$ cat config.mk
export PLATFORM = sky130hd
export DESIGN_NAME = seven_seg_scanner_flat
export DESIGN_NICKNAME = d
export VERILOG_FILES = /design/src/rtl/seven_seg_scanner_pkg.sv /design/src/rtl/seven_seg_scanner_if.sv /design/src/rtl/seven_seg_scanner_bcd_to_seg7.sv /design/src/rtl/seven_seg_scanner.sv /design/src/flat_wrapper.sv
export SDC_FILE = /design/constraint.sdc
export NUM_CORES = 1
export LEC_CHECK = 0
export BUFFER_PORTS_ARGS = -buffer_cell sky130_fd_sc_hd__buf_2
export CORE_UTILIZATION = 61
export CTS_CLUSTER_SIZE = 16
export DETAILED_ROUTE_END_ITERATION = 8
export PLACE_DENSITY = 0.83
export RECOVER_POWER = 100
export SLEW_MARGIN = 20
export SYNTH_ARGS = -nofsm -noshare
export SYNTH_HDL_FRONTEND = slang
export SYNTH_SLANG_ARGS = --single-unit
$ cat constraint.sdc
create_clock -name clk -period 5.66 [get_ports clk]
set_input_delay 0.849 -clock clk [delete_from_list [all_inputs] [get_ports clk]]
set_output_delay 0.849 -clock clk [all_outputs]
set_load 0.05 [all_outputs]
$ cat src/rtl/seven_seg_scanner_pkg.sv
// Shared constants and types for the 4-digit
// multiplexed 7-segment scanner.
package seven_seg_scanner_pkg;

   localparam int NUM_DIGITS = 4;

   typedef logic [1:0] digit_idx_t;

   // Active-high patterns, bit order {g,f,e,d,c,b,a}
   localparam logic [6:0] SEG_0    = 7'h3F;
   localparam logic [6:0] SEG_1    = 7'h06;
   localparam logic [6:0] SEG_2    = 7'h5B;
   localparam logic [6:0] SEG_3    = 7'h4F;
   localparam logic [6:0] SEG_4    = 7'h66;
   localparam logic [6:0] SEG_5    = 7'h6D;
   localparam logic [6:0] SEG_6    = 7'h7D;
   localparam logic [6:0] SEG_7    = 7'h07;
   localparam logic [6:0] SEG_8    = 7'h7F;
   localparam logic [6:0] SEG_9    = 7'h6F;
   localparam logic [6:0] SEG_DASH = 7'h40;
   localparam logic [6:0] SEG_OFF  = 7'h00;

endpackage

$ cat src/rtl/seven_seg_scanner_if.sv
// Display-path bundle: BCD word and masks in,
// segment/anode drive and frame pulse out.
interface seven_seg_scanner_if;
   import seven_seg_scanner_pkg::*;

   logic [4*NUM_DIGITS-1:0] bcd_in;
   logic [NUM_DIGITS-1:0]   blink_mask;
   logic [NUM_DIGITS-1:0]   dp_mask;
   logic                    blank_lz;
   logic [6:0]              seg;
   logic                    dp;
   logic [NUM_DIGITS-1:0]   an;
   logic                    frame_tick;

   modport master (
      output bcd_in, blink_mask, dp_mask, blank_lz,
      input  seg, dp, an, frame_tick
   );

   modport slave (
      input  bcd_in, blink_mask, dp_mask, blank_lz,
      output seg, dp, an, frame_tick
   );

endinterface

$ cat src/rtl/seven_seg_scanner_bcd_to_seg7.sv
// Nibble to active-high 7-segment pattern;
// non-decimal nibbles render as a dash.
module seven_seg_scanner_bcd_to_seg7
   import seven_seg_scanner_pkg::*;
(
   input  logic [3:0] nib_i,
   output logic [6:0] seg_o
);

   always_comb begin
      seg_o = SEG_DASH;
      case (nib_i)
         4'd0:    seg_o = SEG_0;
         4'd1:    seg_o = SEG_1;
         4'd2:    seg_o = SEG_2;
         4'd3:    seg_o = SEG_3;
         4'd4:    seg_o = SEG_4;
         4'd5:    seg_o = SEG_5;
         4'd6:    seg_o = SEG_6;
         4'd7:    seg_o = SEG_7;
         4'd8:    seg_o = SEG_8;
         4'd9:    seg_o = SEG_9;
         default: seg_o = SEG_DASH;
      endcase
   end

endmodule

$ cat src/rtl/seven_seg_scanner.sv
// Time-multiplexed 4-digit 7-segment driver with
// per-frame snapshot, blink, dp, LZ blanking, dead time.
module seven_seg_scanner
   import seven_seg_scanner_pkg::*;
#(
   parameter int REFRESH_DIV    = 100000,
   parameter int DEAD_CYCLES    = 16,
   parameter int BLINK_FRAMES   = 125,
   parameter bit SEG_ACTIVE_LOW = 1'b1,
   parameter bit AN_ACTIVE_LOW  = 1'b1
) (
   input logic          clk,
   input logic          rst_n,
   seven_seg_scanner_if.slave bus
);

   localparam int PW = $clog2(REFRESH_DIV);
   localparam int BW =
      (BLINK_FRAMES > 1) ? $clog2(BLINK_FRAMES) : 1;
   localparam logic [6:0] SEG_INV = {7{SEG_ACTIVE_LOW}};
   localparam logic [3:0] AN_INV  = {4{AN_ACTIVE_LOW}};

   logic [PW-1:0]  presc_q, presc_d;
   digit_idx_t     sel_q, sel_d;
   logic           pend_q;
   logic [15:0]    bcd_q;
   logic [3:0]     bm_q, dm_q;
   logic           lz_q;
   logic [BW-1:0]  bcnt_q, bcnt_d;
   logic           phase_q, phase_d;
   logic [6:0]     seg_q, seg_d;
   logic [3:0]     an_q, an_d;
   logic           dp_q, dp_d;
   logic           tick_q;

   logic           wrap, snap, bwrap;
   logic           dead, sup;
   logic [3:0]     nib;
   logic [6:0]     seg_dec;

   seven_seg_scanner_bcd_to_seg7 u_dec (
      .nib_i (nib),
      .seg_o (seg_dec)
   );

   always_comb begin
      wrap  = (presc_q == PW'(REFRESH_DIV - 1));
      snap  = pend_q | (wrap & (sel_q == 2'd3));
      bwrap = (bcnt_q == BW'(BLINK_FRAMES - 1));

      // scanning holds until the first frame is latched
      presc_d = presc_q;
      sel_d   = sel_q;
      if (!pend_q) begin
         presc_d = wrap ? '0 : presc_q + PW'(1);
         if (wrap) sel_d = sel_q + 2'd1;
      end

      bcnt_d  = bcnt_q;
      phase_d = phase_q;
      if (snap) begin
         bcnt_d  = bwrap ? '0 : bcnt_q + BW'(1);
         phase_d = phase_q ^ bwrap;
      end
   end

   always_comb begin
      nib = bcd_q[3:0];
      unique case (sel_q)
         2'd0: nib = bcd_q[3:0];
         2'd1: nib = bcd_q[7:4];
         2'd2: nib = bcd_q[11:8];
         2'd3: nib = bcd_q[15:12];
      endcase

      dead = (presc_q < PW'(DEAD_CYCLES));
      sup  = (phase_q & bm_q[sel_q])
           | ((sel_q == 2'd3) & lz_q & (nib == 4'd0));

      seg_d = SEG_OFF;
      an_d  = 4'h0;
      dp_d  = 1'b0;
      if (!pend_q) begin
         seg_d = seg_dec;
         dp_d  = dm_q[sel_q] & ~sup;
         if (!dead && !sup) an_d = 4'b0001 << sel_q;
      end
      seg_d = seg_d ^ SEG_INV;
      an_d  = an_d ^ AN_INV;
      dp_d  = dp_d ^ SEG_ACTIVE_LOW;
   end

   always_ff @(posedge clk or negedge rst_n) begin
      if (!rst_n) begin
         presc_q <= '0;
         sel_q   <= '0;
         pend_q  <= 1'b1;
         bcd_q   <= '0;
         bm_q    <= '0;
         dm_q    <= '0;
         lz_q    <= 1'b0;
         bcnt_q  <= '0;
         phase_q <= 1'b0;
         seg_q   <= SEG_OFF ^ SEG_INV;
         an_q    <= AN_INV;
         dp_q    <= SEG_ACTIVE_LOW;
         tick_q  <= 1'b0;
      end else begin
         presc_q <= presc_d;
         sel_q   <= sel_d;
         pend_q  <= 1'b0;
         bcnt_q  <= bcnt_d;
         phase_q <= phase_d;
         seg_q   <= seg_d;
         an_q    <= an_d;
         dp_q    <= dp_d;
         tick_q  <= snap;
         if (snap) begin
            bcd_q <= bus.bcd_in;
            bm_q  <= bus.blink_mask;
            dm_q  <= bus.dp_mask;
            lz_q  <= bus.blank_lz;
         end
      end
   end

   assign bus.seg        = seg_q;
   assign bus.an         = an_q;
   assign bus.dp         = dp_q;
   assign bus.frame_tick = tick_q;

endmodule
$ cat src/flat_wrapper.sv
// flat-port wrapper written by rule: the top's interface ports become plain ports
module seven_seg_scanner_flat import seven_seg_scanner_pkg::*;
#(
   parameter int REFRESH_DIV    = 100000,
   parameter int DEAD_CYCLES    = 16,
   parameter int BLINK_FRAMES   = 125,
   parameter bit SEG_ACTIVE_LOW = 1'b1,
   parameter bit AN_ACTIVE_LOW  = 1'b1
)
  (clk, rst_n, bus_bcd_in, bus_blink_mask, bus_dp_mask, bus_blank_lz, bus_seg, bus_dp, bus_an, bus_frame_tick);
  seven_seg_scanner_if bus_i ();
  input logic clk;
  input logic rst_n;
  input wire logic [$bits(bus_i.bcd_in)-1:0] bus_bcd_in;
  input wire logic [$bits(bus_i.blink_mask)-1:0] bus_blink_mask;
  input wire logic [$bits(bus_i.dp_mask)-1:0] bus_dp_mask;
  input wire logic [$bits(bus_i.blank_lz)-1:0] bus_blank_lz;
  output wire logic [$bits(bus_i.seg)-1:0] bus_seg;
  output wire logic [$bits(bus_i.dp)-1:0] bus_dp;
  output wire logic [$bits(bus_i.an)-1:0] bus_an;
  output wire logic [$bits(bus_i.frame_tick)-1:0] bus_frame_tick;
  assign bus_i.bcd_in = bus_bcd_in;
  assign bus_i.blink_mask = bus_blink_mask;
  assign bus_i.dp_mask = bus_dp_mask;
  assign bus_i.blank_lz = bus_blank_lz;
  assign bus_seg = bus_i.seg;
  assign bus_dp = bus_i.dp;
  assign bus_an = bus_i.an;
  assign bus_frame_tick = bus_i.frame_tick;
  seven_seg_scanner #(.REFRESH_DIV(REFRESH_DIV), .DEAD_CYCLES(DEAD_CYCLES), .BLINK_FRAMES(BLINK_FRAMES), .SEG_ACTIVE_LOW(SEG_ACTIVE_LOW), .AN_ACTIVE_LOW(AN_ACTIVE_LOW)) u_core (.clk(clk), .rst_n(rst_n), .bus(bus_i));
endmodule
==> results of run 1 <==
==> worst min-delay path by stage <==
| stage | startpoint | slack, ps | end | cells after the start |
|---|---|---|---|---|
| 3_3_place_gp | u_core.phase_q | 470 | u_core.phase_q | 1 |
| 5_1_grt | u_core.phase_q | 500 | u_core.phase_q | 1 |
| 2_1_floorplan | u_core.phase_q | 450 | u_core.phase_q | 1 |
| 6_report | u_core.dm_q[1] | 490 | u_core.dm_q[1] | 1 |
| 3_5_place_dp | u_core.phase_q | 480 | u_core.phase_q | 1 |
| 4_1_cts | u_core.phase_q | 490 | u_core.phase_q | 1 |
==> where the power goes <==
part	switching [uW]	total, uW	internal, uW	leakage [uW]
Sequential	59.9	601	541	0.000793
Clock	180	427	247	0.000105
Combinational	124	197	73.9	0.000740
==> sequential cells by signal, summed over array words and instances, names as in the netlist <==
signal                 flops
u_core.presc_q            17
u_core.dm_q                4
u_core.phase_q             1
u_core.bm_q                4
u_core.bcd_q              16
u_core.lz_q                1
u_core.bus.frame_tick      1
u_core.pend_q              1
u_core.bcnt_q              7
u_core.bus.seg             7
u_core.bus.an              4
u_core.bus.dp              1
u_core.sel_q               2
==> per-stage QoR <==
stage / cells / setup slack (ps) / power (uW)
2_1_floorplan: 270 / 3585 / 744.1
3_3_place_gp: 372 / 3406 / 795.4
3_5_place_dp: 372 / 3250 / 807.6
4_1_cts: 388 / 3184 / 1237
5_1_grt: 388 / 2187 / 1289
6_report: 388 / 2473 / 1225
==> per-layer routing <==
layer  vias to the layer above  wire length (um)  GRT usage  share of wire
met5                         -                 0          0              0
met4                         0               148     0.1325          0.026
met3                        16               193    0.05624          0.034
met2                        64              2654     0.3904           0.46
met1                      1048              2733     0.3318           0.48
li1                       1038                 -          -              -
==> placed cells by master, fill, tap and decap left out, types with 12 or more instances in the layout <==
cell type	instances
clkbuf_1	14
o21ai_0	18
buf_2	26
mux2_1	22
ha_1	13
dfrtp_1	53
nor2_1	19
nand2_1	26
nand3_1	12
dfstp_2	12
==> area by class of cell <==
| class | instances | area [um2] |
|---|---|---|
| Sequential cell | 66 | 1668 |
| Multi-Input combinational cell | 186 | 1366 |
| Fill cell | 321 | 1276 |
| Timing Repair Buffer | 41 | 190.2 |
| Clock buffer | 9 | 123.9 |
| Clock inverter | 7 | 93.84 |
| Tap cell | 67 | 83.83 |
| Inverter | 12 | 46.29 |
==> cells by family after synthesis <==
kind of cell             count (synthesis)  synth area share
other                                    1          0.001191
adder cells (fa/ha/maj)                 13           0.05165
AO/OA/AOI/OAI                           33           0.06754
buffers and inverters                   18           0.03139
flip-flops                              66            0.5296
XOR/XNOR                                17           0.04728
multiplexers                            31            0.1176
AND/OR/NAND/NOR                         91            0.1538
==> flow_summary.yaml, run 1 <==
global_route:
  grt-ovfl-total: 0
  antenna_found_initial: 0
  grt_pass1_wl_um: 9984
  grt_usage: 0.2519
  grt_pass1_vias: 2137
  grt_max_degree: 67
detailed_routing:
  drt_wl_total_um: 5730
  ant_nets: 0
  wl_per_cell_um: 14.77
  viasPerCell: 5.582
  drcViolationCount: 0
  first_pass_iters: 6
  via_count: 2166
  drt_iter0_markers: 68
worst_setup_path:
  path_cells: "ha_1 -> nand4_1 -> o21a_1 -> clkinvlp_2 -> mux2_1"
  crit_path_max_fanout: 33
  startpoint: "u_core.sel_q[0]"
  r2r-end: "u_core.bcd_q[7]"
  critPathLaunchType: "flip-flop"
  crit_family: "buffers and inverters"
  worstPathArrival_ps: 3400
  required_ps: 5880
  critPathMaxStageDelay_ps: 1090
  endpoint_kind: "flip-flop"
  crit_path_end: "u_core.bcd_q[7]"
  critPathSlowestCell: "clkinvlp_2"
  r2r_cells: 5
  r2r_setup_slack_ps: 2470
  rr_startpoint: "u_core.sel_q[0]"
  crit_type: "reg2reg"
  path_buf_inv: 1
  crit_cells: 5
floorplan:
  die_h_um: 73.85
  dieArea_mm2: 0.005454
  num_io_pins: 40
  num_rows: 25
  die_w_um: 73.85
  start_util: 0.6495
  coreArea_mm2: 0.004848
synthesis:
  synth_seq_area_share: 0.5296
  syn_nets: 310
  synthArstFlopShare: 1.000
  syn_area_mm2: 0.003149
  synth_cell_types: 45
  yosys.area.top_type_share: 0.4211
  syn_inst: 270
  synth_edf_count: 0
  synth.area.top_cells: "dfrtp_1 42%, dfstp_2 11%, mux2_1 7.9%"
  synth_area_leader_cell: "dfrtp_1"
  synth_flop_cell: "dfrtp_1"
  synth.most_common_cell: "dfrtp_1"
  syn_area_per_cell_um2: 11.66
  synth_warnings: 0
  ys_ff_latch: 66
  ys_top_cells_by_count: "53 x dfrtp_1, 26 x nand2_1, 22 x mux2_1, 19 x nor2_1, 15 x o21ai_0"
sta:
  worst_slew_pin_slew_ps: 1309
  slew-limit-headroom: 0.1229
  holdWs_ps: 489.5
  max_freq_ghz: 0.3138
  hold_violations: 0
  drv_slew: 0
  setup_viol: 0
  setup_tns_ps: 0
  period_share: 0.5630
  rsz0062_at_grt: "false"
  min_period_ps: 3187
  skew_ps: 7.399
placed_design:
  place_congestion: 0.8545
  port-buffer-count: 39
  post_dp_cell_area_mm2: 0.003395
  dp_hpwl_um: 3949
min_path:
  hp-class: "reg2reg"
run_status:
  status: "complete, no violations"
finish:
  final_layout_size_suffix_gt1_frac: 0.2025
  syn2layout_area_growth_pct: 13.43
  design_area_mm2: 0.003572
  antenna_cells: 0
  final_core_util: 0.7368
  nets: 356
pwr:
  p_per_area_mw_per_mm2: 342.9
  p_leak_uw: 0.001639
  ir_worst_vdd_mv: 0.2067
clock_network:
  clock-sinks: 66
  tritoncts: "done"
  path_clk_slew_ps: 70
  clk_latency_ps: 340
  htreeDepth: 3
  cts_buffers: 9
  clock-root-buffer: "clkbuf_8"
  holdBufCountCts: 0
  clk_path_buf_depth: 2
  cts_setup_buffers: 0
  ctsResizeCount: 0
run:
  max-cap-violations: 0
(Power assumes the default switching activity.)
==> run 2, diff against run 1 <==
CORE_UTILIZATION = 52   (was 61)
PLACE_DENSITY = 0.76   (was 0.83)
clock period = 2.7 ns   (was 5.66 ns; I/O delays follow)
==> run 2 against run 1 <==
Net effect: the run now ends with max-capacitance violations, max-slew violations left; clock power is 78% higher; first-iteration DRC count is 29% higher; cell count is 1.3% higher; cell area is 0.81% lower; core utilization is 11 points lower; register-to-register slack worse by 2200 ps; power is 97% higher; clock skew is 1.1 ps lower; hold slack worse by 220 ps; routed wire length is 4.2% lower; fmax is 32% higher; via count is 3.0% lower.
==> flow_summary.yaml, run 2 (synthesis gave the netlist of run 1 again) <==
finish:
  final_layout_size_suffix_gt1_frac: 0.1994
  nFillCells: 442
  multiInputGateArea_mm2: 0.001368
  syn2layout_area_growth_pct: 12.51
  largestRegisters: "u_core.presc_q x17, u_core.bcd_q x16"
  design_area_mm2: 0.003543
  final_cell_mix: "53 x dfrtp_1, 26 x nand2_1, 25 x buf_2"
  nets: 356
  largest_register_ffs: 17
  final_common_cell: "dfrtp_1"
  top_register: "u_core.presc_q"
  regArea_mm2: 0.001668
  antenna_cells: 0
global_route:
  top_usage_layer: "met2"
  grt_usage: 0.2038
  grtUsageMet2: 0.3009
  globalRouteMet3Util: 0.07771
  grt_max_degree: 36
  grt_pass1_vias: 2100
  grt_pass1_wl_um: 9660
  met1_usage: 0.2725
  grt-ovfl-total: 0
  antenna_found_initial: 0
worst_setup_path:
  r2r_setup_slack_ps: 280
  critPathLaunchType: "flip-flop"
  path_cells: "inv_1 -> ha_1 -> mux2i_1 -> inv_1 -> ha_1 -> nand3_1 -> nor3b_1 -> nor3b_2 -> nand2_1"
  worstPathArrival_ps: 2680
  required_ps: 2960
  critPathSlowestCell: "dfrtp_1"
  endpoint_kind: "flip-flop"
  critPathMaxStageDelay_ps: 440
  crit_type: "reg2reg"
  crit_path_max_fanout: 5
pwr:
  seqPwrFrac: 0.520
  p_per_area_mw_per_mm2: 682.5
  p_leak_uw: 0.001618
  cellInternalPower_uw: 1696
  finalPower_uw: 2419
  sw_frac_of_total: 0.2986
  p_clk_frac: 0.313
  switching_power_uw: 722.1
  ir_worst_vdd_mv: 0.4808
  p_comb_frac: 0.167
sta:
  skew_ps: 6.343
  setup_tns_ps: 0
  period_share: 0.8965
  rsz0062_at_grt: "false"
  min_period_ps: 2420
  worst_slew_pin_slew_ps: 1591
  setup_viol: 0
  drv_slew: 33
  hold_violations: 0
  slew-limit-headroom: -0.06036
  max_freq_ghz: 0.4131
clock_network:
  tritoncts: "done"
  path_clk_slew_ps: 70
  clk_path_buf_depth: 2
  holdBufCountCts: 0
  clock-root-buffer: "clkbuf_8"
  ctsResizeCount: 0
  cts_setup_buffers: 0
  clk_latency_ps: 340
  cts_buffers: 9
  htreeDepth: 3
  clock-sinks: 66
placed_design:
  port-buffer-count: 39
  post_dp_cell_area_mm2: 0.003413
  dp_hpwl_um: 3937
  place_congestion: 0.8467
detailed_routing:
  drt_wl_total_um: 5492
  ant_nets: 0
  first_pass_iters: 6
  viasPerCell: 5.344
  wl_per_cell_um: 13.97
  drt_iter0_markers: 88
  drcViolationCount: 0
  via_count: 2100
min_path:
  hp-class: "in2reg"
run_status:
  violations: "max-capacitance violations, max-slew violations"
  status: "finished, violations left"
floorplan:
  dieArea_mm2: 0.006371
  die_w_um: 79.82
  num_rows: 27
  die_h_um: 79.82
  num_io_pins: 40
  start_util: 0.5549
  coreArea_mm2: 0.005675
run:
  max-cap-violations: 1
## run 2: metrics by stage
step	hold WS (ps)	utilization	setup slack, ps	std cells
3_5_place_dp	466.7	0.6014	300.3	377
3_3_place_gp	471.1	0.6014	447.1	377
4_1_cts	124.9	0.6336	274.1	393
5_1_grt	259.5	0.6243	48.32	393
2_1_floorplan	109.4	-	625.3	270
6_report	271.0	0.6243	279.5	393
## run 2: layout make-up
class / instances / area share
Clock inverter: 2 / 0.002825
Tap cell: 72 / 0.02542
Clock buffer: 14 / 0.04873
Inverter: 12 / 0.01377
Multi-Input combinational cell: 186 / 0.3859
Timing Repair Buffer: 41 / 0.05261
Sequential cell: 66 / 0.4707
## run 2: routing by layer
| metal | vias up | part of all wire |
|---|---|---|
| met1 | 1000 | 0.47 |
| li1 | 1034 | - |
| met4 | 0 | 0.014 |
| met3 | 6 | 0.056 |
| met5 | - | 0 |
| met2 | 60 | 0.46 |
## run 2: worst max-delay path: cells and delay by family (launching register included)
kind                       cells  cell delay, ps
adders and majority gates      2             580
muxes                          1             430
and+or+nand+nor                4             560
DFF                            1             440
buffers and inverters          2             330
## run 2: power by group through the flow
| stage | clock (uW) | combinational [uW] | sequential, uW |
|---|---|---|---|
| 4_1_cts | 777 | 419 | 1260 |
| 3_5_place_dp | 0 | 415 | 1270 |
| 5_1_grt | 829 | 458 | 1280 |
| 3_3_place_gp | 0 | 405 | 1270 |
| 6_report | 758 | 403 | 1260 |
| 2_1_floorplan | 0 | 253 | 1310 |
## run 2: worst paths after layout
| kind | from | end | depth (start not counted) |
|---|---|---|---|
| setup / recovery | u_core.sel_q[0] | u_core.bus.an[3] | 9 |
| hold / removal | bus_bcd_in[11] | u_core.bcd_q[11] | 2 |
| setup reg to reg | u_core.sel_q[0] | u_core.bus.an[3] | 9 |
| hold reg to reg | u_core.phase_q | u_core.phase_q | 1 |
| max in group asynchronous | rst_n | u_core.presc_q[0] | 2 |
| min in group asynchronous | rst_n | u_core.bcd_q[3] | 1 |
==> run 3, diff against run 2 <==
CELL_PAD_IN_SITES_DETAIL_PLACEMENT = 1   (was unset)
CELL_PAD_IN_SITES_GLOBAL_PLACEMENT = 2   (was unset)
CORE_UTILIZATION = 35   (was 52)
PLACE_DENSITY = unset   (was 0.76)
PLACE_DENSITY_LB_ADDON = 0.1   (was unset)
SLEW_MARGIN = unset   (was 20)
==> run 3 against run 2 <==
Net effect: the flow now finishes without violations; largest power group unchanged; routed wire length grew 20%; die area grew 47%; register-to-register slack worse by 20 ps; first-iteration DRC count is 27% lower; cell area increased by 3.2%; highest routed layer unchanged; clock-buffer cell count shrank 2.
==> flow_summary.yaml, run 3 (synthesis gave the netlist of run 1 again) <==
run_status:
  status: "complete, no violations"
sta:
  rsz0062_at_grt: "false"
  min_period_ps: 2437
  worst_slew_pin_slew_ps: 1443
  drv_slew: 0
  slew-limit-headroom: 0.03824
  setup_tns_ps: 0
  hold_violations: 0
  skew_ps: 7.231
  max_freq_ghz: 0.4103
  setup_viol: 0
  period_share: 0.9027
  holdWs_ps: 275.7
clock_network:
  clock-sinks: 66
  clock-root-buffer: "clkbuf_8"
  clk_path_buf_depth: 2
  cts_buffers: 9
  path_clk_slew_ps: 70
  tritoncts: "done"
  htreeDepth: 3
  clk_latency_ps: 340
worst_setup_path:
  crit_family: "simple AND/OR/NAND/NOR gates"
  endpoint_kind: "flip-flop"
  path_buf_inv: 1
  critPathLaunchType: "flip-flop"
  required_ps: 2980
  crit_path_max_fanout: 7
  rr_startpoint: "u_core.sel_q[0]"
  path_cells: "ha_1 -> a222oi_1 -> mux2i_2 -> inv_1 -> ha_1 -> nand3_1 -> nor3b_1 -> nor3b_2 -> nand2_1"
  worstPathArrival_ps: 2720
  critPathMaxStageDelay_ps: 450
  crit_top_cell: "ha_1"
  critPathSlowestCell: "dfrtp_1"
  startpoint: "u_core.sel_q[0]"
  crit_type: "reg2reg"
finish:
  largestRegisters: "u_core.presc_q x17, u_core.bcd_q x16"
  antenna_cells: 0
  largest_register_ffs: 17
  syn2layout_area_growth_pct: 16.17
  final_layout_size_suffix_gt1_frac: 0.2105
  top_register: "u_core.presc_q"
  final_core_util: 0.4195
  final_common_cell: "dfrtp_1"
  nets: 358
  final_cell_mix: "53 x dfrtp_1, 26 x nand2_1, 25 x buf_2"
  finalNonFillerCells: 431
pwr:
  ir_worst_vdd_mv: 0.2572
  p_per_area_mw_per_mm2: 727.3
  p_leak_uw: 0.001641
floorplan:
  num_io_pins: 40
  coreArea_mm2: 0.008721
  num_rows: 34
  start_util: 0.3611
  die_h_um: 96.86
  dieArea_mm2: 0.009381
  die_w_um: 96.86
placed_design:
  place_inst: 415
  place_congestion: 0.7804
  dp_hpwl_um: 4852
  port-buffer-count: 39
detailed_routing:
  via_count: 2159
  first_pass_iters: 4
  drt_wl_total_um: 6567
  viasPerCell: 5.009
  drcViolationCount: 0
  ant_nets: 0
  drt_iter0_markers: 64
  wl_per_cell_um: 15.24
global_route:
  grt_usage: 0.1580
  grt-ovfl-total: 0
  grt_pass1_wl_um: 11810
  antenna_found_initial: 0
  grt_max_degree: 40
  grt_pass1_vias: 2287
min_path:
  min_from: "bus_bcd_in[9]"
  hp-class: "in2reg"
run:
  max-cap-violations: 0
==> run 3: changes by cell type in the layout (fill, tap and decap cells not counted), sizes merged <==
cell,previous run,this run
clkbuf,30,29
clkinvlp,1,2
buf,25,26
bufinv,0,2
clkinv,2,1
==> run 3: worst reg2reg max path: cells and delay by family (launching register included) <==
| family | cells | cell delay, ps |
|---|---|---|
| simple gates | 4 | 580 |
| compound gates | 1 | 450 |
| fa+ha+maj | 2 | 540 |
| flops | 1 | 450 |
| buf+inv | 1 | 140 |
| mux | 1 | 200 |
==> run 3: per-layer routing <==
layer,global-route usage,routed length (um)
met5,0,0
met4,0.06889,121
met3,0.02818,178
met2,0.2378,2968
met1,0.2226,3299
==> run 3: path summary, 6_finish.rpt <==
check / endpoint / slack [ps] / cells past startpoint
setup reg to reg: u_core.bus.an[2] / 260 / 9
max in group asynchronous: u_core.bm_q[0] / 630 / 2
min in group asynchronous: u_core.lz_q / 390 / 1
setup / recovery: u_core.bus.an[2] / 260 / 9
hold reg to reg: u_core.phase_q / 480 / 1
hold / removal: u_core.bcd_q[9] / 280 / 2
==> run 3: what timing repair did <==
action	in CTS	in global routing
hold buffers	0	0
buffers inserted	0	0
resized for setup	0	2
setup endpoints to repair	0	4
==> run 3: per-stage QoR <==
stage	worst slack [ps]	total power [uW]	instance area [um2]
2_1_floorplan	625.3	1560	3149
3_3_place_gp	357.0	1699	3473
3_5_place_dp	250.4	1712	3473
4_1_cts	227.7	2702	3711
5_1_grt	13.11	2817	3659
6_report	262.8	2661	3659
==> run 3: final cells by class <==
type | count | area, um2
Clock buffer | 12 | 165.2
Clock inverter | 4 | 72.57
Fill cell | 958 | 5062
Inverter | 12 | 48.80
Multi-Input combinational cell | 186 | 1371
Sequential cell | 66 | 1668
Tap cell | 108 | 135.1
Timing Repair Buffer | 43 | 197.7
==> run 3: where the power goes <==
part	total, uW	switching, uW	internal, uW	leakage (uW)
sequential	1260	126	1130	0.000793
clock	985	390	595	0.000119
combinational	417	258	159	0.000729
